===== config.mk =====
export PLATFORM = sky130hd
export DESIGN_NAME = ifetch_queue
export DESIGN_NICKNAME = d
export VERILOG_FILES = /design/src/rtl/ifetch_queue.sv
export SDC_FILE = /design/constraint.sdc
export NUM_CORES = 1
export LEC_CHECK = 0
export CAP_MARGIN = 20
export CORE_AREA = 2 2 197 199
export DETAILED_ROUTE_END_ITERATION = 10
export DIE_AREA = 0 0 199 201
export HOLD_SLACK_MARGIN = 0.08
export PLACE_DENSITY = 0.67
export SYNTH_ARGS = -nofsm -noshare
export SYNTH_HDL_FRONTEND = slang
export SYNTH_SLANG_ARGS = --single-unit

===== constraint.sdc =====
create_clock -name clk -period 5.1 [get_ports clk]
set_input_delay 1.02 -clock clk [delete_from_list [all_inputs] [get_ports clk]]
set_output_delay 1.02 -clock clk [all_outputs]
set_load 0.05 [all_outputs]

===== src/rtl/ifetch_queue.sv =====
// Instruction fetch stage: issues sequential PCs to a variable-latency imem and
// buffers {pc, ir} pairs for decode; redirects flush the queue and squash in-flight fetches.
module ifetch_queue #(
    parameter int                    WORD_WIDTH      = 32,
    parameter logic [WORD_WIDTH-1:0] RESET_PC        = '0,
    parameter int                    DEPTH           = 4,
    parameter int                    MAX_OUTSTANDING = 2
) (
    input  logic                  clk,
    input  logic                  resetn,
    input  logic                  bubble,
    input  logic [1:0]            pc_sel,
    input  logic [WORD_WIDTH-1:0] jal_bxx_tgt,
    input  logic [WORD_WIDTH-1:0] jalr_tgt,
    output logic                  imem_req_valid,
    input  logic                  imem_req_ready,
    output logic [WORD_WIDTH-1:0] imem_req_addr,
    input  logic                  imem_rsp_valid,
    input  logic [31:0]           imem_rsp_data,
    output logic                  valid,
    output logic [WORD_WIDTH-1:0] pc,
    output logic [31:0]           ir
);

    localparam int QAW = $clog2(DEPTH);
    localparam int CW  = $clog2(DEPTH + 1);
    localparam int TAW = (MAX_OUTSTANDING > 1) ? $clog2(MAX_OUTSTANDING) : 1;
    localparam int OW  = $clog2(MAX_OUTSTANDING + 1);
    localparam logic [WORD_WIDTH-1:0] ALIGN_MASK = ~WORD_WIDTH'(3);
    localparam logic [TAW-1:0]        TAG_LAST   = TAW'(MAX_OUTSTANDING - 1);

    logic [WORD_WIDTH-1:0] fetch_pc_q, fetch_pc_d;
    logic [CW-1:0]         count_q, count_d;
    logic [QAW-1:0]        head_q, head_d, tail_q, tail_d;
    logic [OW-1:0]         out_q, out_d, drop_q, drop_d;
    logic [TAW-1:0]        tag_wr_q, tag_wr_d, tag_rd_q, tag_rd_d;
    logic                  run_q;

    logic [WORD_WIDTH-1:0] q_pc_q [DEPTH];
    logic [31:0]           q_ir_q [DEPTH];
    logic [WORD_WIDTH-1:0] tag_q  [MAX_OUTSTANDING];

    logic                  redirect, req_fire, rsp_fire, push, pop;
    logic [WORD_WIDTH-1:0] target;

    function automatic logic [TAW-1:0] tag_inc(input logic [TAW-1:0] p);
        return (p == TAG_LAST) ? '0 : p + TAW'(1);
    endfunction

    always_comb begin
        redirect       = (pc_sel == 2'b01) || (pc_sel == 2'b10);
        target         = ((pc_sel == 2'b10) ? jalr_tgt : jal_bxx_tgt) & ALIGN_MASK;
        // run_q keeps the request port quiet for the first cycle out of reset
        imem_req_valid = run_q && !redirect
                         && ((int'(count_q) + int'(out_q)) < DEPTH)
                         && (int'(out_q) < MAX_OUTSTANDING);
        imem_req_addr  = fetch_pc_q;
        req_fire       = imem_req_valid && imem_req_ready;
        rsp_fire       = imem_rsp_valid;
        push           = rsp_fire && (drop_q == '0) && !redirect;
        valid          = (count_q != '0) && !redirect;
        pop            = valid && !bubble;
        pc             = valid ? q_pc_q[head_q] : '0;
        ir             = valid ? q_ir_q[head_q] : '0;

        out_d      = out_q + OW'(req_fire) - OW'(rsp_fire);
        tag_wr_d   = req_fire ? tag_inc(tag_wr_q) : tag_wr_q;
        tag_rd_d   = rsp_fire ? tag_inc(tag_rd_q) : tag_rd_q;
        fetch_pc_d = fetch_pc_q;
        count_d    = count_q + CW'(push) - CW'(pop);
        head_d     = pop  ? head_q + QAW'(1) : head_q;
        tail_d     = push ? tail_q + QAW'(1) : tail_q;
        drop_d     = drop_q;
        if (rsp_fire && (drop_q != '0)) begin
            drop_d = drop_q - OW'(1);
        end
        if (req_fire) begin
            fetch_pc_d = fetch_pc_q + WORD_WIDTH'(4);
        end
        if (redirect) begin
            fetch_pc_d = target;
            count_d    = '0;
            head_d     = '0;
            tail_d     = '0;
            drop_d     = out_d;
        end
    end

    always_ff @(posedge clk or negedge resetn) begin
        if (!resetn) begin
            fetch_pc_q <= RESET_PC & ALIGN_MASK;
            count_q    <= '0;
            head_q     <= '0;
            tail_q     <= '0;
            out_q      <= '0;
            drop_q     <= '0;
            tag_wr_q   <= '0;
            tag_rd_q   <= '0;
            run_q      <= 1'b0;
        end else begin
            fetch_pc_q <= fetch_pc_d;
            count_q    <= count_d;
            head_q     <= head_d;
            tail_q     <= tail_d;
            out_q      <= out_d;
            drop_q     <= drop_d;
            tag_wr_q   <= tag_wr_d;
            tag_rd_q   <= tag_rd_d;
            run_q      <= 1'b1;
        end
    end

    // Storage needs no reset: entries are only read while counted as valid.
    always_ff @(posedge clk) begin
        if (req_fire) begin
            tag_q[tag_wr_q] <= fetch_pc_q;
        end
        if (push) begin
            q_pc_q[tail_q] <= tag_q[tag_rd_q];
            q_ir_q[tail_q] <= imem_rsp_data;
        end
    end

    a_occupancy: assert property (@(posedge clk) disable iff (!resetn)
        int'(count_q) <= DEPTH);
    a_outstanding: assert property (@(posedge clk) disable iff (!resetn)
        int'(out_q) <= MAX_OUTSTANDING);
    a_drop: assert property (@(posedge clk) disable iff (!resetn)
        drop_q <= out_q);
    a_rsp_expected: assert property (@(posedge clk) disable iff (!resetn)
        imem_rsp_valid |-> (out_q != '0));
    a_addr_aligned: assert property (@(posedge clk) disable iff (!resetn)
        imem_req_addr[1:0] == 2'b00);

endmodule


==> results of run 1 <==
[cells by family (layout without fill, tap and decap cells)]
group | count (synthesis) | after routing | synth area share, %
and+or+nand+nor | 196 | 196 | 8.51
AOI/OAI and AO/OA | 91 | 91 | 4.42
DFF | 352 | 352 | 70.9
adders and majority gates | 13 | 13 | 1.17
buffers and inverters | 70 | 297 | 2.31
xor gates and xnor gates | 8 | 8 | 0.480
muxes | 96 | 96 | 12.2
other | 2 | 5 | 0.0514
[synthesized netlist by cell type, drive strengths merged, types with 14 or more instances]
library cell,instances,area [sq um]
buf,23,146
inv,20,75.1
dfrtp,44,1100
nor2,14,52.6
nand3,15,75.1
clkbuf,26,108
nor2b,87,544
or4,22,174
mux2,31,349
a211oi,27,203
mux4,62,1400
a31oi,23,144
o31ai,18,135
edfxtp,308,9250
[power by group]
| part | leakage, nW | switching [W] | total (W) | internal (W) |
|---|---|---|---|---|
| logic | 2.27 | 0.00131 | 0.00241 | 0.00111 |
| clock network | 0.627 | 0.00106 | 0.00280 | 0.00174 |
| registers | 3.28 | 0.000242 | 0.00365 | 0.00341 |
[per-layer routing]
layer	part of all wire, %	routed length (um)	global-route usage (%)	vias up
met5	0	0	0	-
met4	2.0	601	4.26	0
met3	6.7	2020	3.43	49
met2	48	14400	25.2	281
met1	43	13000	20.6	4060
li1	-	-	-	3708
[through the flow]
step                      power, W  util (%)
after floorplan            0.00517         -
after global placement     0.00613      46.3
after detailed placement   0.00617      46.3
after CTS                  0.00900      49.7
after global routing       0.00926      49.7
final                      0.00887      49.7
[flip-flops by register name, indices dropped and copies added, names as in the netlist]
signal / count
out_q: 2
tag_rd_q: 1
tail_q: 2
count_q: 3
head_q: 2
q_ir_q: 128
tag_q: 60
q_pc_q: 120
tag_wr_q: 1
imem_req_addr: 30
run_q: 1
drop_q: 2
[final cells by class]
| cell class | count | area, sq um |
|---|---|---|
| Sequential cell | 352 | 10400 |
| Multi-Input combinational cell | 409 | 3950 |
| Fill cell | 3146 | 19200 |
| Clock buffer | 50 | 1040 |
| Timing Repair Buffer | 211 | 2620 |
| Clock inverter | 16 | 259 |
| Tap cell | 518 | 648 |
| Inverter | 20 | 75.1 |
[final timing paths]
path,from,to,slack [ns],cells past startpoint
max,pc_sel[0],pc[4],0.95,7
min,resetn,imem_req_addr[2],0.31,1
max reg2reg,count_q[1],drop_q[1],2.12,10
min reg2reg,tag_wr_q,tag_wr_q,0.51,1
max in group asynchronous,resetn,head_q[1],4.32,2
min in group clk,tag_wr_q,tag_wr_q,0.51,1
==> results.md, run 1 <==
- Commonest non-fill, non-tap cell in the layout: edfxtp_1
- Port Buffers: 192
- Pin count of the biggest net entering global routing: 66
- Worst setup SP type: input pin
- 1st-iter DRT viols: 471
- Routed length per placed instance: 19.1 um
- Period Utilization, post-route: 81.3%
- Max-slew violations: 0
- CTS tree: done
- Sequential share of the synthesized area: 70.9%
- Cts repair resizes: 0
- Dpl cell area: 0.0176 sq mm
- Post-CTS setup buffers: 0
- Mapped Cells: 828
- Final Worst Setup Slack: 0.953 ns
- IO Count: 201
- Worst Path Class, Setup: input pin to output port
- Setup violations, final: 0
- Crit path DAT: 3.13 ns
- Clk_lat worst skew: 0.53 ns
- Fmax: 241 MHz
- Final Cell Area: 0.0189 sq mm
- Chip Width: 199 um
- Max Root-Sink Buffers: 3
- Mapped Area: 0.0146 sq mm
- RSZ-0062 raised after global routing: no
- Avg Vias per Cell: 5.14
- Max Clock Skew: 0.0110 ns
- Layout cells sized above 1: 24.0%
- Root buf cell: clkbuf_16
- Gpl congestion: 0.817
- Fin crit period: 4.15 ns
- Leakage: 6.18 nW
- Layout overhead on the synthesized area: 29.7%
- Ys flop type: edfxtp_1
- Core Region: 0.0381 sq mm
- Cell Chain, Critical Path: clkdlybuf4s50_1, inv_1, ha_2, o31ai_4, buf_4, nor2b_1, buf_12
- CTS clk-pin slew, worst paths: 0.06 ns
- Placed cell count: 1509
- Tightest Pin Transition: 1.02 ns
- Overall via count from detail_route: 8098
- Slew margin rel.: 32.1%
- CP bufs+invs: 4
- Post-DRT Antenna Nets: 0
- Avg Cell Area, Syn: 17.6 sq um
- Max FO, Critical Path: 65
- FP Rows: 72
- Async SR Flop Fraction: 12.5%
- Hold WC Path Type: input pin to asynchronous set/reset pin
- HPWL after DPL: 19200 um
- Die Y-Extent: 201 um
- Initial antenna violation count: 1
- Cts hold-fix bufs: 0
- Die area: 0.0400 sq mm
- Setup TNS: 0 ns
- Initial core utilization: 38.3%
- Diodes inserted: 0
- Synth warn: 0
- CP peak stage delay: 0.57 ns
- CP top delay family: buffers and inverters
- Status: completed
- Distinct cells, synth: 57
- Sink Count: 352
- Number of synthesized flops with an enable pin: 308
- Most frequent cells in the layout: edfxtp_1 (308), clkdlybuf4s50_1 (128), nor2b_1 (87)
- Worst Hold Slack: 0.310 ns
- Critical Path RT: 4.08 ns
- Worst Setup End Kind: output port
- Drc violations: 0
- Max-cap check violation count: 0
- Overflow after GRT: 0
- Post-synthesis register bit count: 352
- Final #Nets: 1147
- Routed wire length: 30100 um
- Slowest CP cell: ha_2
- Pwr dens: 468 mW/mm^2
- H-tree levels: 2
- Peak supply drop: 225 uV
- Vias in the first global route: 8265
- Inserted Clock Buffers: 37
- Global Route Usage Sum: 15.3%
- First-pass iteration count of the detailed router: 4
- Hold Vio Cnt, Final: 0
- Final std cells w/o fill: 1576
- First-pass GRT wire length: 46600 um
- Post-place setup slack: 0.923 ns
(Power assumes the default switching activity.)
==> run 2, diff against run 1 <==
PLACE_DENSITY = 0.69   (was 0.67)
clock period = 3.78 ns   (was 5.1 ns; I/O delays follow)
==> results.md, run 2 (synthesis results as in run 1) <==
- IO Count: 201
- FF-to-FF setup slack: 0.99 ns
- CP bufs+invs: 4
- Hold WC Path Type: flop to flop
- RSZ-0062 raised after global routing: no
- Setup TNS: 0 ns
- Sink Count: 352
- Layout overhead on the synthesized area: 31.1%
- Max Root-Sink Buffers: 3
- Max-slew violations: 0
- Routed length per placed instance: 18.9 um
- Max FO, Critical Path: 55
- Overall via count from detail_route: 8060
- Chip Width: 199 um
- Period Utilization, post-route: 89.2%
- CTS tree: done
- Clk_lat worst skew: 0.51 ns
- CP peak stage delay: 0.49 ns
- Status: completed
- Fin crit period: 3.37 ns
- Pwr dens: 621 mW/mm^2
- Cts repair resizes: 0
- Final Cell Area: 0.0191 sq mm
- Global Route Usage Sum: 15.2%
- Dpl cell area: 0.0179 sq mm
- Routed wire length: 30000 um
- First-pass iteration count of the detailed router: 5
- Core Region: 0.0381 sq mm
- Inserted Clock Buffers: 38
- Placed cell count: 1516
- Post-DRT Antenna Nets: 0
- Worst R2R Start: count_q[1]
- Drc violations: 0
- Initial core utilization: 38.3%
- Fillers: 3083
- Worst setup SP type: input pin
- Max FFs per register: 128
- Cell Chain, Critical Path: clkdlybuf4s50_1, inv_1, ha_2, buf_4, and3_1, buf_12
- Peak supply drop: 282 uV
- Commonest non-fill, non-tap cell in the layout: edfxtp_1
- CTS clk-pin slew, worst paths: 0.06 ns
- Reg2reg end: imem_req_addr[10]
- Die area: 0.0400 sq mm
- 1st-iter DRT viols: 356
- First-pass GRT wire length: 46700 um
- Overflow after GRT: 0
- Gr busiest metal: met2
- Final Total Pwr: 0.0119 W
- Slew margin rel.: 41.4%
- Most frequent cells in the layout: edfxtp_1 (308), clkdlybuf4s50_1 (127), nor2b_1 (87)
- Vias in the first global route: 8142
- Final #Nets: 1156
- Multi-input logic area: 0.00395 sq mm
- Leakage: 6.25 nW
- Tightest Pin Transition: 0.871 ns
- Die Y-Extent: 201 um
- FP Rows: 72
- Max-cap check violation count: 0
- Hold Path End: tag_wr_q
- CP top delay family: buffers and inverters
- Critical Path RT: 3.02 ns
- Layout cells sized above 1: 24.8%
- Diodes inserted: 0
- Register Area: 0.0104 sq mm
- Avg Vias per Cell: 5.08
- Finished Core Util: 50.2%
- Gpl congestion: 0.824
- Port Buffers: 192
- Crit path DAT: 2.61 ns
- Initial antenna violation count: 0
- Root buf cell: clkbuf_16
- Top Registers: q_ir_q x128, q_pc_q x120, tag_q x60
- Met3 global-route usage: 3.24%
- Met1 Usage GRT: 20.6%
- Biggest register: q_ir_q
- Final std cells w/o fill: 1586
- HPWL after DPL: 19700 um
- Pin count of the biggest net entering global routing: 59
- Setup violations, final: 0
- Slowest CP cell: buf_4
- Worst Path Class, Setup: input pin to output port
- Hold depth: 1
- H-tree levels: 2
- R2r worst-path depth: 7
- Worst Setup End Kind: output port
- M2 GR Usage: 25.1%
- Fmax: 297 MHz
- Max Clock Skew: 0.0142 ns
- Hold Vio Cnt, Final: 0
- Hold Startpoint: tag_wr_q
[run 2: cell types whose count changed in the layout (fill, tap and decap cells not counted), moves of 2 or more]
cell / delta
buf_4: -9
inv_6: +3
clkbuf_16: +2
clkbuf_8: +2
buf_12: +17
clkinv_2: +3
clkbuf_1: -2
bufinv_16: -5
[run 2: what timing repair did]
action	CTS	global route
endpoints found under the hold margin	0	4
setup buffers	0	0
hold buffers	0	1
[run 2: cell type report]
cell class,count,share of cell area (%)
timing repair buffer,219,15.1
tap,518,3.39
sequential,352,54.1
clock buffer,52,5.78
inverter,20,0.392
clock inverter,16,0.614
multi-input combinational,409,20.6
[run 2: worst max path at each step]
| stage | startpoint | endpoint | slack (ns) | depth (start not counted) |
|---|---|---|---|---|
| after floorplan | pc_sel[0] | q_ir_q[0][0] | 0.11 | 6 |
| after global routing | pc_sel[0] | imem_req_valid | 0.28 | 6 |
| after global placement | pc_sel[1] | imem_req_addr[10] | 0.41 | 7 |
| final | pc_sel[0] | imem_req_valid | 0.41 | 6 |
| after detailed placement | pc_sel[1] | ir[30] | 0.41 | 6 |
| after CTS | pc_sel[1] | pc[2] | 0.39 | 6 |
[run 2: report_power, final]
| part | internal, W | total, W | switching (W) |
|---|---|---|---|
| registers | 0.00460 | 0.00490 | 0.000298 |
| clock network | 0.00212 | 0.00355 | 0.00143 |
| logic | 0.00161 | 0.00343 | 0.00182 |
[run 2: through the flow]
stage / setup slack [ns] / hold WS (ns)
after floorplan: 0.106 / 0.460
after global placement: 0.415 / 0.494
after detailed placement: 0.407 / 0.496
after CTS: 0.389 / 0.448
after global routing: 0.283 / 0.548
final: 0.410 / 0.508
[run 2: per-layer routing]
metal,vias up,share of wire [%]
met1,4017,43
met5,-,0
met3,41,6.7
li1,3732,-
met2,270,48
met4,0,1.7
==> run 3, diff against run 2 <==
ABC_AREA = 1   (was not set)
CORE_AREA = 2 2 200 202   (was 2 2 197 199)
DIE_AREA = 0 0 202 204   (was 0 0 199 201)
==> results.md, run 3 <==
- Status: completed
- Number of synthesized flops with an enable pin: 308
- RSZ-0062 raised after global routing: no
- Fmax: 302 MHz
- IO Count: 201
- Cts repair resizes: 0
- Setup TNS: 0 ns
- Async SR Flop Fraction: 12.5%
- Fin crit period: 3.31 ns
- Crit path from: pc_sel[0]
- Slowest CP cell: clkdlybuf4s50_1
- Distinct cells, synth: 36
- Inserted Clock Buffers: 37
- Area contributors post-synth: edfxtp_1 (61%), nor2_1 (9.3%), dfrtp_1 (7.3%)
- Max Root-Sink Buffers: 3
- First-pass iteration count of the detailed router: 5
- Max-cap check violation count: 0
- CP peak stage delay: 0.45 ns
- Ys flop type: edfxtp_1
- Hold Vio Cnt, Final: 0
- Worst Setup End Kind: output port
- Slew margin rel.: 38.9%
- Synth warn: 0
- H-tree levels: 2
- Root buf cell: clkbuf_16
- Final #Nets: 1667
- Crit path DAT: 2.55 ns
- Post-DRT Antenna Nets: 0
- Fillers: 3381
- Overflow after GRT: 0
- Hold WC Path Type: input pin to asynchronous set/reset pin
- Cell mode on critical path: buf_12
- Chip Width: 202 um
- Sink Count: 352
- Peak supply drop: 376 uV
- FP Rows: 73
- Worst R2R Start: count_q[1]
- Mapped Cells: 1366
- Period Utilization, post-route: 87.5%
- Cell taking the most area after synthesis: edfxtp_1
- 1st-iter DRT viols: 792
- Commonest non-fill, non-tap cell in the layout: nor2_1
- Leakage: 6.99 nW
- Die area: 0.0412 sq mm
- Pin count of the biggest net entering global routing: 126
- Most common cell in the netlist: nor2_1
- Mapped Area: 0.0151 sq mm
- Initial core utilization: 38.6%
- Gpl congestion: 0.813
- Top Registers: q_ir_q x128, q_pc_q x120, tag_q x60
- Overall via count from detail_route: 10500
- Max FO, Critical Path: 50
- Worst setup SP type: input pin
- Worst Hold Slack: 0.179 ns
- CTS clk-pin slew, worst paths: 0.06 ns
- Cell Chain, Critical Path: clkdlybuf4s50_1, inv_1, ha_1, o21ai_4, buf_12, a21oi_1, buf_12
- Routed wire length: 35500 um
- Post-synthesis register bit count: 352
- Avg Vias per Cell: 5.00
- Sequential share of the synthesized area: 68.5%
- Register Area: 0.0104 sq mm
- CTS tree: done
- Global Route Usage Sum: 17.3%
- Post-synth top area share: 61.2%
- Pwr dens: 688 mW/mm^2
- Tightest Pin Transition: 0.915 ns
- Critical Path RT: 3.02 ns
- Worst Path Class, Setup: input pin to output port
- Core Region: 0.0392 sq mm
- First-pass GRT wire length: 56000 um
- Multi-input logic area: 0.00429 sq mm
- Port Buffers: 192
- Avg Cell Area, Syn: 11.1 sq um
- Most instantiated cells after synthesis: nor2_1 (374), edfxtp_1 (308), o21ai_0 (158)
- Layout cells sized above 1: 12.9%
- Post-CTS setup buffers: 0
- Layout overhead on the synthesized area: 29.2%
- Routed length per placed instance: 16.9 um
- Biggest register: q_ir_q
- Max-slew violations: 0
- Most frequent cells in the layout: nor2_1 (368), edfxtp_1 (308), o21ai_0 (157)
- HPWL after DPL: 21800 um
- Initial antenna violation count: 0
- Diodes inserted: 0
- Vias in the first global route: 10500
- Die Y-Extent: 204 um
- Drc violations: 0
- Clk_lat worst skew: 0.52 ns
- Cts hold-fix bufs: 0
- Max FFs per register: 128
- Max Clock Skew: 0.0157 ns
- Setup violations, final: 0
-- run 3: cell families (layout without fill, tap and decap cells) --
kind of cell | count (synthesis) | count (layout) | synth area share [%]
simple gates | 569 | 569 | 15.1
mux | 31 | 31 | 2.30
xor+xnor | 8 | 8 | 0.463
other cells | 2 | 5 | 0.0497
compound gates | 267 | 267 | 8.95
fa+ha+maj | 13 | 13 | 1.13
flops | 352 | 352 | 68.5
buf+inv | 124 | 332 | 3.55
-- run 3: critical path, delay by kind of cell --
family          cells  cell delay [ns]
compound gates      2             0.50
fa+ha+maj           1             0.36
buf+inv             4             0.89
-- run 3: area by class of cell --
type,count,area share (%)
timing repair buffer,217,14.6
tap,525,3.36
inverter,50,0.967
multi-input combinational,893,22.0
clock buffer,44,4.98
sequential,352,53.0
clock inverter,21,1.09
-- run 3: layer usage --
metal | vias up | share of wire, % | GRT usage [%]
li1 | 5066 | - | -
met1 | 5043 | 43 | 22.0
met2 | 354 | 48 | 29.4
met3 | 51 | 7.4 | 3.91
met4 | 0 | 2.3 | 5.62
met5 | - | 0 | 0
-- run 3: metrics by stage --
step | std cells | utilization, % | area (sq um) | total power [W] | setup WS [ns]
final | 2102 | 49.9 | 19500 | 0.0134 | 0.471
after global routing | 2102 | 49.9 | 19500 | 0.0141 | 0.378
after CTS | 2101 | 49.8 | 19500 | 0.0136 | 0.475
after detailed placement | 2036 | 46.8 | 18300 | 0.0100 | 0.413
after global placement | 2036 | 46.8 | 18300 | 0.00992 | 0.467
after floorplan | 1369 | - | 15100 | 0.00788 | -0.736
-- run 3: where the power goes --
group          internal, W  switching, W  total (W)
logic              0.00183       0.00308    0.00491
clock network      0.00211       0.00144    0.00355
registers          0.00467      0.000310    0.00498
-- run 3: final timing paths --
check                                     to  cells after the start  slack, ns
max                                   pc[21]                      7       0.47
max reg2reg                       count_q[2]                     11       1.46
min reg2reg                        tail_q[1]                      2       0.55
min in group clk                   tail_q[1]                      2       0.55
min                               count_q[2]                      1       0.18
max in group asynchronous  imem_req_addr[29]                      2       3.08
